<file path="src/rtl/dynamic_preamble_filter_pkg.sv">
// Shared OFDM receiver constants: default sizing and threshold helpers for the
// dynamic preamble filter.
package dynamic_preamble_filter_pkg;

    localparam int DPF_DATA_SIZE   = 48;
    localparam int DPF_MIN_POROG   = 1024;
    localparam int DPF_N_FILTR     = 5;
    localparam int DPF_POROG_SHIFT = 2;

endpackage

</file>
<file path="src/rtl/dpf_window_mem.sv">
// Circular sample window: each enabled cycle writes the new sample over the
// oldest slot and presents that evicted sample combinationally.
module dpf_window_mem #(
    parameter int DATA_SIZE = 48,
    parameter int N_FILTR   = 5
) (
    input  logic                 clk,
    input  logic                 reset,
    input  logic                 en,
    input  logic [DATA_SIZE-1:0] wr_data,
    output logic [DATA_SIZE-1:0] old_data
);

    localparam int DEPTH = 2 ** N_FILTR;

    logic [DATA_SIZE-1:0] mem [DEPTH];
    logic [N_FILTR-1:0]   ptr;

    // The slot under the pointer is always the oldest; empty slots read as zero.
    assign old_data = mem[ptr];

    always_ff @(posedge clk or negedge reset) begin
        if (!reset) begin
            for (int i = 0; i < DEPTH; i++) mem[i] <= '0;
            ptr <= '0;
        end else if (en) begin
            mem[ptr] <= wr_data;
            ptr      <= ptr + 1'b1;
        end
    end

endmodule

</file>
<file path="src/rtl/dynamic_preamble_filter.sv">
// Dynamic detection threshold: scaled moving average of correlator magnitude
// over a 2^N_FILTR window, saturated and floored at MIN_POROG.
module dynamic_preamble_filter
    import dynamic_preamble_filter_pkg::*;
#(
    parameter int DATA_SIZE   = DPF_DATA_SIZE,
    parameter int MIN_POROG   = DPF_MIN_POROG,
    parameter int N_FILTR     = DPF_N_FILTR,
    parameter int POROG_SHIFT = DPF_POROG_SHIFT
) (
    input  logic                 clk,
    input  logic                 reset,
    input  logic                 en,
    input  logic [DATA_SIZE-1:0] in_data,
    output logic [DATA_SIZE-1:0] out_porog
);

    localparam int SUM_W    = DATA_SIZE + N_FILTR;
    localparam int SCALED_W = DATA_SIZE + POROG_SHIFT;
    localparam logic [DATA_SIZE-1:0] FLOOR = DATA_SIZE'(MIN_POROG);

    logic [DATA_SIZE-1:0] oldest;
    logic [SUM_W-1:0]     sum;
    logic [DATA_SIZE-1:0] mean;
    logic [SCALED_W-1:0]  scaled;
    logic [DATA_SIZE-1:0] sat;
    logic [DATA_SIZE-1:0] next_porog;

    dpf_window_mem #(
        .DATA_SIZE (DATA_SIZE),
        .N_FILTR   (N_FILTR)
    ) u_window (
        .clk      (clk),
        .reset    (reset),
        .en       (en),
        .wr_data  (in_data),
        .old_data (oldest)
    );

    // Threshold is derived from the sum held before the edge, giving a
    // two-edge latency from sample acceptance to out_porog.
    always_comb begin
        mean       = sum[SUM_W-1:N_FILTR];
        scaled     = SCALED_W'(mean) << POROG_SHIFT;
        sat        = scaled[DATA_SIZE-1:0];
        if (|(scaled >> DATA_SIZE)) sat = '1;
        next_porog = (sat < FLOOR) ? FLOOR : sat;
    end

    always_ff @(posedge clk or negedge reset) begin
        if (!reset) begin
            sum       <= '0;
            out_porog <= FLOOR;
        end else if (en) begin
            sum       <= sum + SUM_W'(in_data) - SUM_W'(oldest);
            out_porog <= next_porog;
        end
    end

endmodule

</file>
<file path="config.mk">
export PLATFORM = sky130hd
export DESIGN_NAME = dynamic_preamble_filter
export DESIGN_NICKNAME = d
export VERILOG_FILES = /design/src/rtl/dynamic_preamble_filter_pkg.sv /design/src/rtl/dpf_window_mem.sv /design/src/rtl/dynamic_preamble_filter.sv
export SDC_FILE = /design/constraint.sdc
export NUM_CORES = 2
export LEC_CHECK = 0
export CORE_MARGIN = 10
export CORE_UTILIZATION = 45
export CTS_CLUSTER_SIZE = 10
export DETAILED_ROUTE_END_ITERATION = 16
export GPL_TIMING_DRIVEN = 1
export HOLD_SLACK_MARGIN = 0.05
export PLACE_DENSITY = 0.58
export SYNTH_ARGS = -nofsm -noshare
export SYNTH_HDL_FRONTEND = slang
export SYNTH_SLANG_ARGS = --single-unit
</file>
<file path="constraint.sdc">
create_clock -name clk -period 8.9 [get_ports clk]
set_clock_uncertainty 0.15 [all_clocks]
set_input_delay 1.335 -clock clk [delete_from_list [all_inputs] [get_ports clk]]
set_output_delay 1.335 -clock clk [all_outputs]
set_load 0.01 [all_outputs]
</file>
==> impl_metrics.yaml <==
setup_path:
  reg2reg_depth: 17
  crit_path_end: "sum[49]"
  reg2reg_to: "sum[49]"
  worstSetupPathType: "register to register"
  cp.arrival_ns: 7.10
  cp-end-kind: "register"
  reg2reg_slack_ns: 2.33
  critPathRequiredTime_ns: 9.43
  critPathMaxFanout: 30
  crit_start: "u_window.ptr[0]"
  r2r-start: "u_window.ptr[0]"
  start_kind: "register"
floorplan:
  initial_core_util_pct: 45.2
  die-area_um2: 187000
  rows: 151
  ios: 99
  core_um2: 169000
  fp.dieH_um: 432
  fp.dieW_um: 432
timing:
  clock.fmax_mhz: 152
  hold_viol: 0
  fin_crit_ns: 6.57
  finalSetupTns_ns: 0
  slew_headroom_pct: 19.0
  setup_violations: 0
  rsz0062_at_grt: "false"
  finalCritPeriodShare_pct: 73.8
  slew_viol_final: 0
  worst_pin_slew_ns: 1.21
logic_synthesis:
  synth-async-reset-ratio_pct: 100
  synthesis.area_um2: 76500
  syn_inst: 5161
  synth_top_family_by_area: "multiplexers"
  synth-seq-cells: 1641
  ys.flop_type: "dfrtp_1"
  synthSimpleGateAreaFrac_pct: 2.18
  synth.distinct_cells: 67
  synthAdderAreaFrac_pct: 2.20
  yosys_warnings: 0
  postSynthAreaPerCell_um2: 14.8
  synthMuxAreaShare_pct: 34.2
  synth_compound_area_share_pct: 4.04
  synth_edf_count: 0
  yosysSeqAreaShare_pct: 53.7
  synth_nets: 5318
  synth_xor_area_share_pct: 0.549
routing:
  first_pass_iters: 7
  wl_met1_um: 100000
  drt_iter0_markers: 3817
  ant_nets: 0
  route.detailed.drc: 0
  wl_met2_um: 107000
  finalWirelength_um: 224000
  route.met3.wl_um: 11100
  highest_layer: "met5"
  routed_via_density: 6.12
  route.vias.total: 45300
  wl_per_cell_um: 30.3
finish:
  stdcell_area_um2: 85400
  drive_above_1_share_pct: 45.5
  stdcell_count: 7392
  nNetsFinal: 5275
  final_cell_mix: "dfrtp_1, mux2_2, mux4_2"
  syn_to_final_growth_pct: 11.6
  fill_cells: 14300
  final_common_cell: "dfrtp_1"
  antennaDiodeCount: 0
grt:
  grt_antenna_before_repair: 4
  grt_pass1_vias: 47300
  grt_pass1_wl_um: 332000
  grt_usage_pct: 23.9
  grt_start_max_net_pins: 170
  grt-ovfl-total: 0
power:
  p_total_uw: 35600
  comb_power_share_pct: 46.6
  switchingPower_uw: 13300
  power_frac_clock_pct: 19.7
  p_int_uw: 22300
  pwr-share-seq_pct: 33.7
  vdd_drop_max_v: 0.000346
  p_leak_uw: 0.0377
  power_switching_share_pct: 37.4
  power_density_nw_per_um2: 417
placement:
  place_inst: 7147
  portBuffers: 98
  gp_congestion: 0.869
  post_dp_cell_area_um2: 80100
  hpwl_um: 127000
cts:
  htreeDepth: 4
  cts-hold-fix-buffers: 0
  cts_sinks: 1641
  cts_tree: "built"
  cts_made_buffers: 187
  clock_latency_ns: 0.85
  clock_path_buffers: 3
  cts_repair_resize_count: 0
  clockRootBuffer: "clkbuf_16"
  path_clk_slew_ns: 0.06
  cts_setup_buffers: 0
worst_hold_path:
  min-delay-path-class: "input port to async pin"
run:
  cap_violations: 0
run_status:
  status: "finished clean"
-- routing by layer --
layer / track usage, % / up-vias
met5: 0 / -
met4: 6.73 / 2
met3: 4.11 / 358
met2: 38.5 / 1142
met1: 33.5 / 24900
li1: - / 18900
-- cell usage after synthesis (17+ instances only) --
master | n | area [um2]
a31oi_1 | 39 | 244
mux2_2 | 1546 | 17400
a21o_1 | 27 | 203
nand3_1 | 21 | 105
nand2_1 | 76 | 285
ha_1 | 58 | 726
inv_1 | 165 | 619
mux4_2 | 384 | 8650
a21oi_1 | 69 | 345
and3_1 | 20 | 125
a221oi_1 | 17 | 149
buf_1 | 190 | 713
nand4_1 | 53 | 332
fa_1 | 48 | 961
dfrtp_1 | 1640 | 41000
clkbuf_1 | 277 | 1040
nor2_1 | 103 | 387
xor2_1 | 17 | 149
o21ai_0 | 57 | 285
xnor2_1 | 31 | 272
a22oi_1 | 162 | 1220
-- through the flow --
step                hold WS [ns]  setup slack, ns  utilization (%)
floorplan                  0.325             3.55                -
global placement           0.333             2.40             47.3
detailed placement         0.340             2.41             47.3
CTS                        0.347             2.34             50.4
global route               0.355             2.01             50.4
finish                     0.329             2.33             50.4
-- sequential cells by signal, summed over array words and instances, names as in the netlist --
name and flops:
sum 53, u_window.mem 1536, out_porog 47, u_window.ptr 5
-- final cells by class --
class	instances	area [um2]	area share, %
Sequential cell	1641	41100	48.1
Multi-Input combinational cell	2878	33300	39.0
Clock buffer	225	4930	5.78
Tap cell	2218	2780	3.25
Timing Repair Buffer	245	2290	2.68
Inverter	165	619	0.725
Clock inverter	20	382	0.447
-- critical path: stages, from the launching register on --
cell,delay (ns)
dfrtp_4,0.86
buf_4,0.64
mux4_2,0.58
a22oi_1,0.29
nand4_1,0.27
fa_1,0.55
inv_1,0.07
ha_1,0.28
a21o_1,0.13
nand4_1,0.20
a2111oi_2,0.64
o311ai_1,0.24
a21oi_1,0.41
or2_1,0.27
a311oi_2,0.20
o41ai_2,0.34
xnor2_1,0.16
mux2i_1,0.09
-- power by group through the flow --
stage / combinational [uW] / sequential, uW / clock (uW)
CTS: 16600 / 12000 / 7170
global route: 18000 / 12300 / 7460
detailed placement: 16500 / 12100 / 0
global placement: 16400 / 12000 / 0
finish: 16600 / 12000 / 7010
floorplan: 12400 / 11400 / 0
-- how the worst min path moves through the flow --
stage	start	end	slack, ns	cells after the start
after floorplan	u_window.mem[1008]	u_window.mem[1008]	0.33	1
after global placement	out_porog[20]	out_porog[20]	0.33	1
after detailed placement	u_window.mem[670]	u_window.mem[670]	0.34	1
after CTS	reset	u_window.mem[1314]	0.35	1
after global routing	reset	u_window.mem[1361]	0.36	1
final	reset	u_window.mem[1361]	0.33	1
-- logic make-up after synthesis --
family / after synthesis
simple gates: 338
xor+xnor: 48
buf+inv: 642
fa+ha+maj: 106
mux: 1939
compound gates: 447
flops: 1641
Power figures use the tool's default switching activity.
